## config.mk

```make
export PLATFORM = sky130hd
export DESIGN_NAME = pattern_scan_arbiter
export DESIGN_NICKNAME = d
export VERILOG_FILES = /design/src/rtl/pattern_scan_arbiter.sv
export SDC_FILE = /design/constraint.sdc
export NUM_CORES = 1
export LEC_CHECK = 0
export ABC_AREA = 1
export BUFFER_PORTS_ARGS = -buffer_cell sky130_fd_sc_hd__buf_4
export CORE_ASPECT_RATIO = 0.6
export CORE_MARGIN = 5
export CORE_UTILIZATION = 40
export CTS_CLUSTER_SIZE = 20
export DETAILED_ROUTE_END_ITERATION = 8
export PLACE_DENSITY = 0.66
export REMOVE_ABC_BUFFERS = 1
export SETUP_SLACK_MARGIN = 0.02
export SYNTH_ARGS = -nofsm -noshare
export SYNTH_HDL_FRONTEND = slang
export SYNTH_SLANG_ARGS = --single-unit
```

## constraint.sdc

```tcl
create_clock -name clk -period 1.8 [get_ports clk]
set_input_delay 0.27 -clock clk [delete_from_list [all_inputs] [get_ports clk]]
set_output_delay 0.27 -clock clk [all_outputs]
set_load 0.005 [all_outputs]
```

## src/rtl/pattern_scan_arbiter.sv

```systemverilog
// Round-robin arbiter sharing one serial MSB-first pattern matcher between NUM_REQ byte streams.
// Each channel keeps its own bit history so matches can span consecutive bytes of that channel.
module pattern_scan_arbiter #(
    parameter int unsigned       NUM_REQ = 4,
    parameter int unsigned       PAT_W   = 6,
    parameter logic [PAT_W-1:0]  PATTERN = 6'b110101,
    parameter int unsigned       ID_W    = 2
) (
    input  logic                 clk,
    input  logic                 rst,
    input  logic [NUM_REQ-1:0]   req,
    input  logic [NUM_REQ*8-1:0] data,
    input  logic [NUM_REQ-1:0]   hist_clr,
    output logic [NUM_REQ-1:0]   gnt,
    output logic                 busy,
    output logic                 done,
    output logic [ID_W-1:0]      done_id,
    output logic [3:0]           match_cnt
);

    localparam int unsigned HIST_W = PAT_W - 1;
    localparam int unsigned FILL_W = 4;
    localparam int unsigned CNT_W  = 4;

    typedef enum logic [1:0] {IDLE, SHIFT, DONE} state_t;

    state_t               state_q, state_d;
    logic [ID_W-1:0]      ptr_q, ptr_d;
    logic [ID_W-1:0]      cur_q, cur_d;
    logic [7:0]           byte_q, byte_d;
    logic [2:0]           bit_q, bit_d;
    logic [HIST_W-1:0]    work_hist_q, work_hist_d;
    logic [FILL_W-1:0]    work_fill_q, work_fill_d;
    logic [CNT_W-1:0]     work_cnt_q, work_cnt_d;
    logic                 kill_q, kill_d;
    logic [HIST_W-1:0]    hist_q [NUM_REQ];
    logic [HIST_W-1:0]    hist_d [NUM_REQ];
    logic [FILL_W-1:0]    fill_q [NUM_REQ];
    logic [FILL_W-1:0]    fill_d [NUM_REQ];
    logic [NUM_REQ-1:0]   gnt_q, gnt_d;
    logic                 done_q, done_d;
    logic [ID_W-1:0]      done_id_q, done_id_d;
    logic [CNT_W-1:0]     match_cnt_q, match_cnt_d;

    logic                 found;
    logic [ID_W-1:0]      win;
    logic [ID_W-1:0]      idx;
    logic [PAT_W-1:0]     window;
    logic [FILL_W-1:0]    fill_nx;
    logic                 hit;

    // State register
    always_ff @(posedge clk) begin
        if (rst) state_q <= IDLE;
        else     state_q <= state_d;
    end

    // Next-state, arbitration and matcher datapath
    always_comb begin
        state_d     = state_q;
        ptr_d       = ptr_q;
        cur_d       = cur_q;
        byte_d      = byte_q;
        bit_d       = bit_q;
        work_hist_d = work_hist_q;
        work_fill_d = work_fill_q;
        work_cnt_d  = work_cnt_q;
        kill_d      = kill_q;
        hist_d      = hist_q;
        fill_d      = fill_q;
        gnt_d       = '0;
        done_d      = 1'b0;
        done_id_d   = done_id_q;
        match_cnt_d = match_cnt_q;
        found       = 1'b0;
        win         = '0;
        idx         = '0;

        for (int i = 0; i < int'(NUM_REQ); i++) begin
            idx = ID_W'((int'(ptr_q) + i) % int'(NUM_REQ));
            if (!found && req[idx]) begin
                found = 1'b1;
                win   = idx;
            end
        end

        window  = {work_hist_q, byte_q[7]};
        fill_nx = (work_fill_q >= FILL_W'(PAT_W)) ? FILL_W'(PAT_W) : work_fill_q + FILL_W'(1);
        hit     = (window == PATTERN) && (fill_nx >= FILL_W'(PAT_W));

        case (state_q)
            IDLE: begin
                if (found) begin
                    cur_d       = win;
                    byte_d      = data[8*win +: 8];
                    bit_d       = '0;
                    work_hist_d = hist_q[win];
                    work_fill_d = fill_q[win];
                    work_cnt_d  = '0;
                    kill_d      = hist_clr[win];
                    gnt_d[win]  = 1'b1;
                    ptr_d       = (win == ID_W'(NUM_REQ - 1)) ? '0 : win + ID_W'(1);
                    state_d     = SHIFT;
                end
            end
            SHIFT: begin
                byte_d      = {byte_q[6:0], 1'b0};
                work_hist_d = window[HIST_W-1:0];
                work_fill_d = fill_nx;
                work_cnt_d  = work_cnt_q + CNT_W'(hit);
                bit_d       = bit_q + 3'd1;
                if (hist_clr[cur_q]) kill_d = 1'b1;
                if (bit_q == 3'd7) begin
                    done_d      = 1'b1;
                    done_id_d   = cur_q;
                    match_cnt_d = work_cnt_q + CNT_W'(hit);
                    state_d     = DONE;
                end
            end
            DONE: begin
                if (!kill_q) begin
                    hist_d[cur_q] = work_hist_q;
                    fill_d[cur_q] = work_fill_q;
                end
                state_d = IDLE;
            end
            default: state_d = IDLE;
        endcase

        // Clears applied last so they override a same-edge writeback
        for (int i = 0; i < int'(NUM_REQ); i++) begin
            if (hist_clr[i]) begin
                hist_d[i] = '0;
                fill_d[i] = '0;
            end
        end
    end

    // Datapath and output registers
    always_ff @(posedge clk) begin
        if (rst) begin
            ptr_q       <= '0;
            cur_q       <= '0;
            byte_q      <= '0;
            bit_q       <= '0;
            work_hist_q <= '0;
            work_fill_q <= '0;
            work_cnt_q  <= '0;
            kill_q      <= 1'b0;
            for (int i = 0; i < int'(NUM_REQ); i++) begin
                hist_q[i] <= '0;
                fill_q[i] <= '0;
            end
            gnt_q       <= '0;
            done_q      <= 1'b0;
            done_id_q   <= '0;
            match_cnt_q <= '0;
        end else begin
            ptr_q       <= ptr_d;
            cur_q       <= cur_d;
            byte_q      <= byte_d;
            bit_q       <= bit_d;
            work_hist_q <= work_hist_d;
            work_fill_q <= work_fill_d;
            work_cnt_q  <= work_cnt_d;
            kill_q      <= kill_d;
            hist_q      <= hist_d;
            fill_q      <= fill_d;
            gnt_q       <= gnt_d;
            done_q      <= done_d;
            done_id_q   <= done_id_d;
            match_cnt_q <= match_cnt_d;
        end
    end

    assign gnt       = gnt_q;
    assign busy      = (state_q != IDLE);
    assign done      = done_q;
    assign done_id   = done_id_q;
    assign match_cnt = match_cnt_q;

endmodule
```

After elaboration in Yosys (flattened, before gate mapping)
Cells that the tools add are included.
{ "classes": {"magnitude_cmp": 12, "reduce_logical": 24, "n_addsub": 7, "shift": 1, "bitwise_logic": 6, "muxes": 53, "eq_ne": 8} }
{ "ops": {"columns": ["cell", "n"], "rows": [
  ["indexed part select 32 x 6 -> 8 bit", 1],
  ["2-to-1 mux 4 bit", 6],
  ["bitwise mux 20 bit", 1],
  ["2-to-1 mux 5 bit", 4],
  ["< comparator 2 x 3 -> 1 bit, second input constant", 6],
  ["bitwise mux 16 bit", 1],
  ["case mux 4 bit (2 select lines)", 2],
  ["case mux 8 bit (2 select lines)", 1],
  ["2-to-1 mux 1 bit", 14],
  ["2-to-1 mux 2 bit", 7],
  ["binary-select mux 1 bit (select 2 bit)", 6],
  ["binary-select mux 5 bit (select 2 bit)", 1],
  ["demux 5 bit (select 2 bit)", 1],
  ["case mux 5 bit (2 select lines)", 1],
  ["AND reduction 2 bit", 5],
  ["OR reduction 2 bit", 5],
  ["binary-select mux 4 bit (select 2 bit)", 1],
  ["demux 4 bit (select 2 bit)", 1],
  [">= comparator 4 x 3 -> 1 bit, second input constant", 2],
  ["2-to-1 mux 8 bit", 1],
  ["equality test 6 bit, second input constant", 1],
  [">= comparator 3 bit, second input constant", 2],
  ["logical AND 1 bit", 6],
  ["!= test 2 bit, second input constant", 3],
  ["other kinds (22)", 32]
]} }
{ "totals": {"ff_bits": 78, "inputBits": 42, "output_inout_bits": 12, "word_cells": 132} }

Longest topological paths before layout
{ "logic_depth": {"depth_word": 18, "mapped_depth": 16, "ltp_nobuf": 16} }

Least setup slack after synthesis
No wires, ideal clock.
{ "synth_path": {"kind": "register to register", "startpoint": "register work_fill_q[0]", "endpoint": "register match_cnt_q[2], in the netlist match_cnt[2]", "path_buffers": 0, "t_arrival_ns": 1.779, "path_stages_with_launch": 12, "required_time_ns": 1.730, "setup_slack_ns": -0.049, "setup_ns": 0.070, "period_less_slack_ns": 1.849, "cell_sequence": "dfxtp_1 > inv_1 > ha_1 > o21ai_0 > nand2_1 > a21oi_1 > nor3_1 > ha_1 > ha_1 > xor2_1 > nand2_1 > a21oi_1"} }
{ "synth_between": {"elab_chain_len": 5, "word_cells_on_any_way": 6, "cone_classes": "2 x add/sub; 2 x order compare; 1 x mux; 1 x reduce/logical"} }
{ "synth_rtl": {"columns": ["element", "line", "source"], "rows": [
  ["start, declared", "33", "logic [FILL_W-1:0] work_fill_q, work_fill_d;"],
  ["start signal, assigned", "164", "work_fill_q <= work_fill_d;"],
  ["adder 4 x 1 -> 4 bit or >= comparator 4 x 3 -> 1 bit (tied branches)", "88", "fill_nx = (work_fill_q >= FILL_W'(PAT_W)) ? FILL_W'(PAT_W) : work_fill_q + FILL_W'(1);"],
  ["2-to-1 mux 4 bit (*)", "88", null],
  [">= comparator 4 x 3 -> 1 bit (*)", "89", "hit = (window == PATTERN) && (fill_nx >= FILL_W'(PAT_W));"],
  ["logical AND 1 bit (*)", "89", null],
  ["adder 4 x 1 -> 4 bit (*)", "116", "match_cnt_d = work_cnt_q + CNT_W'(hit);"],
  ["end signal, assigned", "172", "match_cnt_q <= match_cnt_d;"],
  ["end, declared", "43", "logic [CNT_W-1:0] match_cnt_q, match_cnt_d;"]
]} }
Every way passes the cells marked *; elsewhere a longest branch is shown, timed or not.
A chain may end at the register's enable or synchronous reset.

Worst setup path after layout
{ "layout_path": {"startpoint": "register ptr_q[1]", "endpoint": "register work_hist_q[3]"} }
{ "layout_between": {"elab_chain_len": 18, "word_cells_on_any_way": 33, "cone_classes": "3 x add/sub; 1 x eq/ne; 21 x mux; 1 x bitwise; 7 x reduce/logical"} }
{ "layout_rtl": {"columns": ["element", "line", "source"], "rows": [
  ["start, declared", "28", "logic [ID_W-1:0] ptr_q, ptr_d;"],
  ["start signal, assigned", "159", "ptr_q <= ptr_d;"],
  ["parallel branches: the longest is 18 deep, another holds adder 2 x 1 -> 2 bit", null, null],
  ["end signal, assigned", "163", "work_hist_q <= work_hist_d;"],
  ["end, declared", "32", "logic [HIST_W-1:0] work_hist_q, work_hist_d;"]
]} }
Parallel ways; which one is timed is not known. The select of a mux whose other input is x is not followed.

==> results by group <==
Final layout
  • Layout cells sized above 1: 36.92%
  • Core Util, Final: 61.03%
  • Most frequent cells in the layout: buf_4, nand2_1, inv_1
  • N_diodes: 0
  • Finished Cell Area: 6072 um^2
  • Area grow syn2layout: 48.05%
  • # nets final: 762
  • Most common cell after layout, fill and taps aside: buf_4

Yosys
  • Async SR Flop Fraction: 0%
  • Largest family of logic cells by synthesized area: simple AND/OR/NAND/NOR gates
  • Distinct cells, synth: 36
  • Largest cells by area after synthesis: dfxtp_1, nand2_1, nand3_1
  • Post-Synth Adder-Cell Area: 3.051%
  • Synthesized area: 4101 um^2
  • Mapped Avg Cell Area: 6.836 um^2
  • Flops & latches, synth: 78
  • EDFF count, synth: 0
  • Post-Synthesis Cells: 600
  • Post-synthesis mux area share: 0%
  • Post-synth top area cell: dfxtp_1
  • Xor/xnor share of the synthesized area: 0.4271%
  • Post-synth top area share: 38.07%
  • Sequential share of the synthesized area: 38.07%
  • Post-synthesis simple-gate area fraction: 30.60%
  • Synth Area in Compound Gates: 16.56%
  • Synth warnings: 0
  • Top_reg_cell synth: dfxtp_1

Power
  • VDD IR max: 734.0 uV
  • Sequential share of power: 20.6%
  • Switching power: 4425 uW
  • Sw frac: 41.47%
  • Int Power: 6244 uW
  • Power Total: 10,670 uW
  • Combinational share of power: 59.4%
  • Part of the power in the clock network: 19.9%
  • Pwr dens: 1757 nW/um^2
  • P_leak: 0.002707 uW

Floorplan
  • Total I/O pin count: 54
  • Core area: 9950 um^2
  • Initial Util: 41.22%
  • Rows: 28
  • Die W: 140.7 um
  • Die H: 88.44 um
  • Die Area: 12,450 um^2

STA
  • Setup TNS: -4915 ps
  • Max-slew violations: 0
  • Period utilization: 113.9%
  • Final WS setup: -250.0 ps
  • Fin. Hold Viols: 0
  • Hold_ws: 221.9 ps
  • Worst rel slew slack: 58.29%
  • Final critical-path required period: 2050 ps
  • Unrepaired setup endpoints after global routing: true
  • Worst slew pin tran: 623.4 ps
  • Fmax: 0.4878 GHz
  • Clock skew: 6.586 ps
  • Setup-failing EPs final: 32

Worst setup path
  • Startpoint types: flop
  • CP cell instances: inv_2 > nand2_1 > nand2_1 > nand2_2 > nand2_2 > nor2_4 > nand3b_1 > nand2_4 > buf_6 > nand2_8 > buf_4 > o21ai_1 > a21oi_2
  • CP arrival: 2290 ps
  • Critical path's slowest cell: dfxtp_4
  • Worst EP required: 2040 ps
  • Crit-path leading delay family: simple AND/OR/NAND/NOR gates
  • CP Capture Type: flop
  • Worst Path Buf+Inv: 3
  • Critical path class: flop to flop
  • Crit path largest cell delay: 390 ps
  • Critical Path Fanout Max: 10

Routing
  • DRC: 0
  • Drt via density: 5.214
  • Drt wl/cell: 15.69 um
  • Post-route ant nets: 0
  • Drt pass-1 iters: 5
  • Routed WL: 13,340 um
  • DR iter-0 viols: 319
  • DR vias: 4,432

Place
  • Placed instance area: 4974 um^2
  • HPWL after detailed placement: 8569 um
  • IO buf count: 53
  • Gpl congestion: 0.9058

Outcome
  • Failing checks: setup timing
  • Outcome: complete, but fails checks

Global route
  • Remaining Overflow, GRT: 0
  • Grt peak-use layer: met2
  • Met1 Use GR: 27.98%
  • Vias in the first global route: 4,153
  • Met3 GRT Util: 4.644%
  • Global-route wire length before repair: 20,200 um
  • GR Layer Usage met2: 32.68%
  • Overall routing resource usage: 20.41%
  • Initial antenna violation count: 0
  • Largest net degree at the start of global routing: 25

CTS
  • Clock slew at reported path FFs: 60 ps
  • CTS tree: yes
  • Root buf cell: clkbuf_16
  • Worst-Skew Late Latency: 350 ps
  • Max Root-Sink Buffers: 2
  • CTS Sinks: 78
  • CTS Buf Count: 9
  • CTS H-tree depth: 3

Run
  • # Max-Cap Violations: 0

Hold path
  • HP Class: primary input to flop
==> cells in the mapped netlist, types with 3 or more instances <==
cell type,instances
nand2_2,8
a211oi_1,9
or2_2,11
dfxtp_1,78
nand3_2,3
buf_4,3
nand2_1,122
inv_1,79
clkbuf_1,8
buf_2,8
a21oi_1,60
o21ai_0,48
nor3_1,3
nand3_1,77
nor2_1,35
o21ai_1,4
ha_1,10
inv_2,3
nand3b_1,8
==> sequential cells by signal, indices dropped and copies added (netlist names), 3 cells and up <==
| register | cells |
|---|---|
| byte_q | 8 |
| hist_q | 20 |
| match_cnt | 4 |
| bit_q | 3 |
| work_hist_q | 5 |
| work_cnt_q | 4 |
| fill_q | 16 |
| work_fill_q | 4 |
| gnt | 4 |
==> repair_timing <==
action | in CTS | in global routing
pin swaps | 28 | 44
endpoints found under the setup margin | 36 | 43
hold buffers | 0 | 0
gates resized for setup | 69 | 110
gates cloned | 2 | 1
buffers inserted | 8 | 8
==> cell type report <==
cell class,instances,area (um^2)
clock buffer,9,225.2
clock inverter,7,122.6
fill,880,3877
inverter,85,355.3
multi-input combinational,412,2537
sequential,78,1580
tap,135,168.9
timing repair buffer,123,1075
timing repair inverter,1,7.507
==> final timing paths <==
path | from | to | slack [ps] | cells past startpoint
hold reg to reg | fill_q[14]$_SDFFE_PP0P_ | fill_q[14]$_SDFFE_PP0P_ | 450 | 2
setup reg to reg | ptr_q[1]$_SDFFE_PP0P_ | work_hist_q[3]$_SDFFE_PP0P_ | -250 | 13
setup / recovery | ptr_q[1]$_SDFFE_PP0P_ | work_hist_q[3]$_SDFFE_PP0P_ | -250 | 13
hold / removal | data[24] | byte_q[0]$_SDFFE_PP0P_ | 220 | 3
==> power by group through the flow <==
stage          combinational (uW)  clock, uW  sequential, uW
2_1_floorplan                2470          0            2150
3_3_place_gp                 4420          0            2140
3_5_place_dp                 4520          0            2160
4_1_cts                      5270       2140            2150
5_1_grt                      6810       2210            2230
6_report                     6340       2130            2200
==> through the flow <==
step / std cells / worst slack (ps)
after floorplan: 575 / -498.7
after global placement: 816 / -124.6
after detailed placement: 816 / -184.8
after CTS: 842 / -119.7
after global routing: 850 / -330.3
final: 850 / -250.0
==> per-layer routing <==
metal,share of wire [%],vias to the layer above,wire [um]
li1,-,2183,-
met1,48,2112,6356
met2,46,121,6136
met3,5.3,16,707
met4,1.0,0,138
met5,0,-,0
==> worst register-to-register path, stage by stage, from the launching register on <==
cell	delay (ps)
dfxtp_4	390
inv_2	90
nand2_1	80
nand2_1	80
nand2_2	90
nand2_2	80
nor2_4	160
nand3b_1	180
nand2_4	170
buf_6	140
nand2_8	80
buf_4	190
o21ai_1	170
a21oi_2	50
==> kinds of logic after synthesis <==
logic type      count (synthesis)
compound gates                127
xor+xnor                        2
fa+ha+maj                      10
buf+inv                       110
flops                          78
simple gates                  273
Power figures use the tool's default switching activity.
